[config.mk]
export PLATFORM = sky130hd
export DESIGN_NAME = display_scan_ctrl_flat
export DESIGN_NICKNAME = d
export VERILOG_FILES = /design/src/rtl/panel_pkg.sv /design/src/rtl/display_scan_ctrl_if.sv /design/src/rtl/display_scan_ctrl_seg7_decode.sv /design/src/rtl/display_scan_ctrl.sv /design/src/flat_wrapper.sv
export SDC_FILE = /design/constraint.sdc
export NUM_CORES = 1
export LEC_CHECK = 0
export BUFFER_PORTS_ARGS = -buffer_cell sky130_fd_sc_hd__buf_2
export CAP_MARGIN = 30
export CORE_MARGIN = 4
export CORE_UTILIZATION = 55
export DETAILED_ROUTE_END_ITERATION = 6
export HOLD_SLACK_MARGIN = 0.02
export PLACE_DENSITY = 0.73
export SLEW_MARGIN = 10
export SYNTH_ARGS = -nofsm -noshare
export SYNTH_HDL_FRONTEND = slang
export SYNTH_SLANG_ARGS = --single-unit
[constraint.sdc]
create_clock -name clk -period 2.75 [get_ports clk]
set_input_delay 0.825 -clock clk [delete_from_list [all_inputs] [get_ports clk]]
set_output_delay 0.825 -clock clk [all_outputs]
set_load 0.01 [all_outputs]
[src/rtl/panel_pkg.sv]
// Shared front-panel definitions: digit type, display constants and Gray-to-binary conversion.
package panel_pkg;

    localparam logic [6:0]  SEG_BLANK  = 7'h7F;
    localparam int unsigned NUM_DIGITS = 4;

    typedef logic [3:0] digit_t;

    function automatic digit_t gray2bin(input digit_t g);
        digit_t b;
        b[3] = g[3];
        b[2] = b[3] ^ g[2];
        b[1] = b[2] ^ g[1];
        b[0] = b[1] ^ g[0];
        return b;
    endfunction

endpackage

[src/rtl/display_scan_ctrl_if.sv]
// Board-side I/O bundle of the front panel: switches and button in, display and LEDs out.
interface display_scan_ctrl_if;
    logic [3:0] gray_in;
    logic       btn_raw;
    logic [3:0] an_n;
    logic [6:0] seg_n;
    logic [3:0] led;
    logic       cap_pulse;

    modport master (
        output gray_in, btn_raw,
        input  an_n, seg_n, led, cap_pulse
    );

    modport slave (
        input  gray_in, btn_raw,
        output an_n, seg_n, led, cap_pulse
    );
endinterface

[src/rtl/display_scan_ctrl_seg7_decode.sv]
// Combinational hex to active-low 7-segment glyph decoder, bit order {g,f,e,d,c,b,a}.
module seg7_decode
    import panel_pkg::*;
(
    input  digit_t     i_hex,
    output logic [6:0] o_seg_n
);

    always_comb begin
        o_seg_n = SEG_BLANK;
        unique case (i_hex)
            4'h0: o_seg_n = 7'h40;
            4'h1: o_seg_n = 7'h79;
            4'h2: o_seg_n = 7'h24;
            4'h3: o_seg_n = 7'h30;
            4'h4: o_seg_n = 7'h19;
            4'h5: o_seg_n = 7'h12;
            4'h6: o_seg_n = 7'h02;
            4'h7: o_seg_n = 7'h78;
            4'h8: o_seg_n = 7'h00;
            4'h9: o_seg_n = 7'h10;
            4'hA: o_seg_n = 7'h08;
            4'hB: o_seg_n = 7'h03;
            4'hC: o_seg_n = 7'h46;
            4'hD: o_seg_n = 7'h21;
            4'hE: o_seg_n = 7'h06;
            4'hF: o_seg_n = 7'h0E;
        endcase
    end

endmodule

[src/rtl/display_scan_ctrl.sv]
// Front-panel controller: debounced capture of Gray switches into a 4-deep history,
// multiplexed onto a 4-digit common-anode display through one shared decoder.
module display_scan_ctrl
    import panel_pkg::*;
#(
    parameter int unsigned REFRESH_CYCLES = 50000,
    parameter int unsigned BLANK_CYCLES   = 500,
    parameter int unsigned DEB_CYCLES     = 500000
)(
    input  logic               clk,
    input  logic               rst_n,
    display_scan_ctrl_if.slave pif
);

    localparam int unsigned SLOT_W = (REFRESH_CYCLES > 1) ? $clog2(REFRESH_CYCLES) : 1;
    localparam int unsigned DEB_W  = (DEB_CYCLES > 1) ? $clog2(DEB_CYCLES) : 1;

    logic              r_btn_s1, r_btn_s2;
    digit_t            r_gray_s1, r_gray_s2;
    logic              r_deb;
    logic [DEB_W-1:0]  r_deb_cnt;
    digit_t            r_hist [NUM_DIGITS];
    logic [2:0]        r_n_valid;
    logic [1:0]        r_dig;
    logic [SLOT_W-1:0] r_slot_cnt;
    logic [3:0]        r_an_n;
    logic [6:0]        r_seg_n;
    digit_t            r_led;
    logic              r_cap_pulse;

    logic              w_deb_toggle;
    logic              w_capture;
    logic              w_slot_wrap;
    logic [6:0]        w_seg_n;
    digit_t            w_gray_bin;

    assign w_deb_toggle = (r_btn_s2 != r_deb) && (r_deb_cnt == DEB_W'(DEB_CYCLES - 1));
    assign w_capture    = w_deb_toggle && r_btn_s2;
    assign w_slot_wrap  = (r_slot_cnt == SLOT_W'(REFRESH_CYCLES - 1));
    assign w_gray_bin   = gray2bin(r_gray_s2);

    seg7_decode u_seg7 (
        .i_hex   (r_hist[r_dig]),
        .o_seg_n (w_seg_n)
    );

    always_ff @(posedge clk or negedge rst_n) begin
        if (!rst_n) begin
            r_btn_s1    <= 1'b0;
            r_btn_s2    <= 1'b0;
            r_gray_s1   <= '0;
            r_gray_s2   <= '0;
            r_deb       <= 1'b0;
            r_deb_cnt   <= '0;
            for (int unsigned i = 0; i < NUM_DIGITS; i++) r_hist[i] <= '0;
            r_n_valid   <= '0;
            r_dig       <= '0;
            r_slot_cnt  <= '0;
            r_an_n      <= '1;
            r_seg_n     <= SEG_BLANK;
            r_led       <= '0;
            r_cap_pulse <= 1'b0;
        end else begin
            r_btn_s1  <= pif.btn_raw;
            r_btn_s2  <= r_btn_s1;
            r_gray_s1 <= pif.gray_in;
            r_gray_s2 <= r_gray_s1;

            if (r_btn_s2 == r_deb || w_deb_toggle) r_deb_cnt <= '0;
            else                                   r_deb_cnt <= r_deb_cnt + 1'b1;
            if (w_deb_toggle) r_deb <= ~r_deb;

            r_cap_pulse <= w_capture;
            if (w_capture) begin
                for (int unsigned i = 1; i < NUM_DIGITS; i++) r_hist[i] <= r_hist[i-1];
                r_hist[0] <= w_gray_bin;
                r_led     <= w_gray_bin;
                if (r_n_valid != 3'(NUM_DIGITS)) r_n_valid <= r_n_valid + 1'b1;
            end

            if (w_slot_wrap) begin
                r_slot_cnt <= '0;
                r_dig      <= r_dig + 1'b1;
            end else begin
                r_slot_cnt <= r_slot_cnt + 1'b1;
            end

            // Both outputs come from the same dig/history snapshot, so they never disagree.
            r_an_n  <= (r_slot_cnt < SLOT_W'(BLANK_CYCLES)) ? 4'hF : ~(4'b0001 << r_dig);
            r_seg_n <= ({1'b0, r_dig} < r_n_valid) ? w_seg_n : SEG_BLANK;
        end
    end

    assign pif.an_n      = r_an_n;
    assign pif.seg_n     = r_seg_n;
    assign pif.led       = r_led;
    assign pif.cap_pulse = r_cap_pulse;

endmodule

[src/flat_wrapper.sv]
// flat-port wrapper written by rule: the top's interface ports become plain ports
module display_scan_ctrl_flat import panel_pkg::*;
#(
    parameter int unsigned REFRESH_CYCLES = 50000,
    parameter int unsigned BLANK_CYCLES   = 500,
    parameter int unsigned DEB_CYCLES     = 500000
)
  (clk, rst_n, pif_gray_in, pif_btn_raw, pif_an_n, pif_seg_n, pif_led, pif_cap_pulse);
  display_scan_ctrl_if pif_i ();
  input  logic clk;
  input  logic rst_n;
  input wire logic [$bits(pif_i.gray_in)-1:0] pif_gray_in;
  input wire logic [$bits(pif_i.btn_raw)-1:0] pif_btn_raw;
  output wire logic [$bits(pif_i.an_n)-1:0] pif_an_n;
  output wire logic [$bits(pif_i.seg_n)-1:0] pif_seg_n;
  output wire logic [$bits(pif_i.led)-1:0] pif_led;
  output wire logic [$bits(pif_i.cap_pulse)-1:0] pif_cap_pulse;
  assign pif_i.gray_in = pif_gray_in;
  assign pif_i.btn_raw = pif_btn_raw;
  assign pif_an_n = pif_i.an_n;
  assign pif_seg_n = pif_i.seg_n;
  assign pif_led = pif_i.led;
  assign pif_cap_pulse = pif_i.cap_pulse;
  display_scan_ctrl #(.REFRESH_CYCLES(REFRESH_CYCLES), .BLANK_CYCLES(BLANK_CYCLES), .DEB_CYCLES(DEB_CYCLES)) u_core (.clk(clk), .rst_n(rst_n), .pif(pif_i));
endmodule
After elaboration in Yosys (flattened, before gate mapping)
Memory sizes are Yosys's and may differ from the RTL's.
Cells that the tools add are included.
{ "op_classes": {"n_lt_le_gt_ge": 3, "bitwise_logic": 6, "n_reduce_logical": 4, "n_mux": 7, "shifts": 1, "n_mul": 0, "n_div": 0, "eq_ne": 5, "addsub": 4} }
{ "ops": {"columns": ["cell", "n"], "rows": [
  ["adder 19 x 1 -> 19 bit, second input constant", 1],
  ["== test 19 bit, second input constant", 1],
  ["two-way mux 19 bit", 1],
  ["adder 16 x 1 -> 16 bit, second input constant", 1],
  ["== test 16 bit, second input constant", 1],
  ["less-than comparator 16 x 9 -> 1 bit, second input constant", 1],
  ["two-way mux 16 bit", 1],
  ["two-way mux 4 bit", 3],
  ["binary-select mux 4 bit (select 2 bit)", 1],
  ["two-way mux 7 bit", 1],
  ["NOT 4 bit", 1],
  ["left shift 1 x 2 -> 4 bit, first input constant", 1],
  ["adder 3 x 1 -> 3 bit, second input constant", 1],
  [">= comparator 3 bit, second input constant", 1],
  ["less-than comparator 2 x 3 -> 1 bit", 1],
  ["inequality test 3 bit, second input constant", 1],
  ["NOT 2 -> 3 bit", 1],
  ["bitwise XOR 1 bit", 3],
  ["adder 2 x 1 -> 2 bit, second input constant", 1],
  ["logical AND 1 bit", 2],
  ["AND reduction 2 bit", 1],
  ["== test 1 bit", 1],
  ["logical OR 1 bit", 1],
  ["inequality test 1 bit", 1],
  ["NOT 1 bit", 1]
]} }
{ "word_totals": {"output_inout_bits": 16, "romBits": 112, "n_memories": 1, "latch_bits": 0, "regBits": 79, "mem_bits_rw": 0, "input_bits": 7, "word_cells": 47} }
{ "mem_list": {"columns": ["name", "depth", "width", "read_ports", "rd_ports_with_merged_regs", "write_ports", "line_no", "text"], "rows": [
  ["(name not given)", 16, 7, 1, 0, 0, "display_scan_ctrl_seg7_decode.sv:11", "unique case (i_hex)"]
]} }

Longest topological paths before layout
An unclocked memory read counts as a cell.
{ "logic_depth": {"word_depth": 6, "depth_mapped": 7, "mapped_depth_nobuf": 6} }

By module
A second synthesis with hierarchy kept.
{ "unflattened": {"hier_cells": 316, "area_unflattened_um2": 3799.9} }
{ "modules_own_cells": {"columns": ["mod", "cells_per_inst", "n_inst", "seq_area_each_um2", "area_each_um2"], "rows": [
  ["display_scan_ctrl", 284, 1, 1990.7, 3524.6],
  ["seg7_decode", 32, 1, 0.0, 275.3]
]} }

Least setup slack after synthesis
Ideal clock, no wire load.
{ "synth_path": {"kind": "reg-to-reg", "from": "register u_core.r_deb_cnt[0]", "to": "register u_core.r_hist[0] (netlist bit)", "arrival_ps": 2090, "setup_slack_ps": 535, "setup_ps": 125, "t_required_ps": 2625, "path_stages_with_launch": 8, "period_less_slack_ps": 2215, "path_buffers": 2, "cell_sequence": "dfrtp_1 -> ha_1 -> nand4_2 -> or3_1 -> buf_6 -> nor3_4 -> buf_12 -> mux2_4"} }
{ "synth_between": {"elab_chain_cells": 3} }
{ "synth_rtl": {"columns": ["item", "line_no", "text"], "rows": [
  ["from (decl)", "display_scan_ctrl.sv:21", "logic [DEB_W-1:0] r_deb_cnt;"],
  ["from (signal assigned)", "display_scan_ctrl.sv:70", "else r_deb_cnt <= r_deb_cnt + 1'b1;"],
  ["== test 19 bit", "display_scan_ctrl.sv:37", "assign w_deb_toggle = (r_btn_s2 != r_deb) && (r_deb_cnt == DEB_W'(DEB_CYCLES - 1));"],
  ["logical AND 1 bit", "display_scan_ctrl.sv:37", null],
  ["logical AND 1 bit", "display_scan_ctrl.sv:38", "assign w_capture = w_deb_toggle && r_btn_s2;"],
  ["named net u_core.w_capture", "display_scan_ctrl.sv:32", "logic w_capture;"],
  ["to (decl)", "display_scan_ctrl.sv:22", "digit_t r_hist [NUM_DIGITS];"]
]} }
The timed path passes the listed nets, and every way through them passes these cells.
A chain may end at the register's enable or synchronous reset.

Worst setup path in the final report
{ "layout_path": {"from": "register u_core.r_deb_cnt[0]", "to": "register u_core.r_hist[12] (netlist bit)"} }
{ "layout_between": {"elab_chain_cells": 3} }
{ "layout_rtl": {"columns": ["item", "line_no"], "rows": [
  ["== test 19 bit", "display_scan_ctrl.sv:37"],
  ["logical AND 1 bit", "display_scan_ctrl.sv:37"],
  ["logical AND 1 bit", "display_scan_ctrl.sv:38"]
]} }
No other way between the ends.

==> metrics.csv <==
metric,value,unit
min cycle time layout,2.36,ns
GRT Util Overall,15.8,%
GP Congestion,0.859,
total wire length,6.05,mm
setup TNS,0,ns
critical-path maximum fanout,17,
YS warnings,0,
sequential element share of the synthesized area,53.3,%
Die Y,90.4,um
area of the core,6460,sq um
fin crit share,85.8,%
"Cell Area, Synth",3740,sq um
GR Layer Usage met2,25.9,%
final setup vio count,0,
DR DRC count,0,
Post-CTS Repair Setup Buffers,0,
Hold Path Class,flip-flop to flip-flop,
unrepaired setup endpoints after global routing,no,
Synthesized Nets,332,
CTS root buf,clkbuf_8,
wire length per cell,14.5,um
TritonRoute pass-1 iters,4,
H-tree lvl count,3,
Max-cap violations,0,
Mean Syn Cell Area,12.1,sq um
"FF+latch count, synth",79,
Area Growth Syn to Fin,11.7,%
FF-to-FF Start,u_core.r_deb_cnt[0],
Die Wd,90.4,um
Hold Fails Final Rpt,0,
vias in the first global route,2337,
CTS tree,done,
first-pass GRT wire length,10.6,mm
DRT antenna net count,0,
DP HPWL,4.27,mm
Final WS setup,0.391,ns
hold buffer count at CTS,0,
relative slew slack,45.8,%
VDD IR max,342,uV
Tightest Pin Transition,0.803,ns
Synth Flop Type,dfrtp_1,
clk slew on worst S/H paths,0.08,ns
R2R Setup Slk,0.39,ns
Die ar.,8180,sq um
later-pin clock latency in the skew report,0.34,ns
P_leak,1.81,nW
via-per-instance ratio,5.56,
initial drt markers,92,
via count,2325,
largest net degree at the start of global routing,43,
Finished Cell Area,4170,sq um
Final #Nets,358,
Clock Skews,0.00790,ns
Ant. Diodes,0,
CP startpoint,u_core.r_deb_cnt[0],
Synth cell types,50,
initial antenna violation count,0,
Tot Pwr,0.00234,W
"EDFF count, synth",0,
Slew Limit Fails,0,
Crit. End Element,flip-flop,
fraction of layout cells with a size suffix above 1,24.3,%
post-synthesis async set-or-reset flop share,100,%
cells after synthesis,310,
outcome,"complete, no violations",
io pins,23,
Critical Path RT,2.98,ns
met1 usage,20.2,%
area post-placement,3910,sq um
CTS sink cnt,79,
"Most Used Layer, Global Route",met2,
power per standard cell area,561,nW/um^2
CTS Buffer Depth,2,
grt met3 use,5.00,%
Worst Path Arrival,2.59,ns
CTS buffer count,9,
Worst Min Path Start,u_core.r_btn_s1,
DP Worst Slack,0.402,ns
Initial Util,57.8,%
Port Buffers,22,
num rows,29,
gr ovfl total,0,
post_cts resized,0,
critical path class,flip-flop to flip-flop,
Fmax achieved,424,MHz
CP Launch Type,flip-flop,
==> final timing paths <==
path / endpoint / cells past startpoint
min in group asynchronous: u_core.r_gray_s1[3] / 1
max reg2reg: u_core.r_hist[12] / 6
min: u_core.r_btn_s2 / 0
max in group asynchronous: u_core.pif.an_n[0] / 2
min reg2reg: u_core.r_btn_s2 / 0
max: u_core.r_hist[12] / 6
==> stage by stage <==
| step | instances | util [%] | hold WS (ns) |
|---|---|---|---|
| 5_1_grt | 418 | 64.6 | 0.366 |
| 6_report | 418 | 64.6 | 0.351 |
| 4_1_cts | 418 | 64.6 | 0.352 |
| 3_3_place_gp | 402 | 60.5 | 0.332 |
| 2_1_floorplan | 310 | - | 0.331 |
| 3_5_place_dp | 402 | 60.5 | 0.339 |
==> cells in the mapped netlist, types with 4 or more instances <==
cell type  count  area, sq um
nand2_1       13         48.8
o221ai_1       4         35.0
o21ai_0        6         30.0
nor2_1        30          113
mux4_2         4         90.1
xor2_1        18          158
dfrtp_1       68         1700
nand4_1        8         50.1
nand3_1       18         90.1
nor4_1         8         50.1
mux2_4         9          135
mux2_2        10          113
xnor2_1       14          123
dfstp_2       11          289
inv_1         12         45.0
nand2b_1       4         25.0
ha_1          15          188
buf_4          4         30.0
a21oi_1        6         30.0
nor3_1         6         30.0
==> report_power, final <==
group / switching [W] / internal [W] / total, W
clock network: 0.000415 / 0.000697 / 0.00111
registers: 0.00000674 / 0.00117 / 0.00118
logic: 0.0000354 / 0.0000149 / 0.0000503
total: 0.000457 / 0.00188 / 0.00234
==> cells by family (layout without fill, tap and decap cells) <==
| kind of cell | after synthesis | in the layout | share of synthesized area [%] |
|---|---|---|---|
| simple gates | 108 | 108 | 15.6 |
| compound gates | 28 | 28 | 5.59 |
| mux | 25 | 25 | 9.58 |
| xor+xnor | 32 | 32 | 7.50 |
| fa+ha+maj | 15 | 15 | 5.02 |
| buf+inv | 23 | 54 | 3.42 |
| flops | 79 | 79 | 53.3 |
==> sequential cells by signal, indices dropped and copies added (netlist names) <==
signal	count
u_core.r_gray_s1	4
u_core.r_hist	16
u_core.r_slot_cnt	16
u_core.r_deb	1
u_core.r_gray_s2	4
u_core.r_btn_s1	1
u_core.pif.seg_n	7
u_core.r_n_valid	3
u_core.r_dig	2
u_core.pif.an_n	4
u_core.pif.cap_pulse	1
u_core.r_btn_s2	1
u_core.r_deb_cnt	19
==> area by class of cell <==
type                            instances  area [sq um]
Timing Repair Buffer                   26           155
Fill cell                             498          2280
Clock buffer                            9           124
Multi-Input combinational cell        208          1620
Clock inverter                          7           145
Sequential cell                        79          1990
Inverter                               12          45.0
Tap cell                               77          96.3
==> metal layers <==
metal  vias to the layer above  wire length (um)
li1                       1142                 -
met1                      1147              2810
met2                        31              3000
met3                         5               191
met4                         0                45
met5                         -                 0
==> worst max-delay path: stages (launching register included) <==
cell and delay [ns]:
dfrtp_1 0.39, ha_1 0.24, nand4_2 0.17, or3_1 0.55, nor3_4 0.22, buf_4 0.30, mux2_2 0.38
==> layout by cell type (no fill, tap or decap), drive strengths merged, types with 4 or more instances in the layout <==
cell    instances
inv            12
nor2           30
and4            4
mux2           19
dfstp          11
clkbuf          9
nand2          13
nand3          18
nor4            8
nand2b          4
xnor2          14
dfrtp          68
buf            26
a21oi           6
bufinv          4
o221ai          4
nand4           9
nor3            7
o21ai           7
xor2           18
mux4            4
ha             15
(Power assumes the default switching activity.)
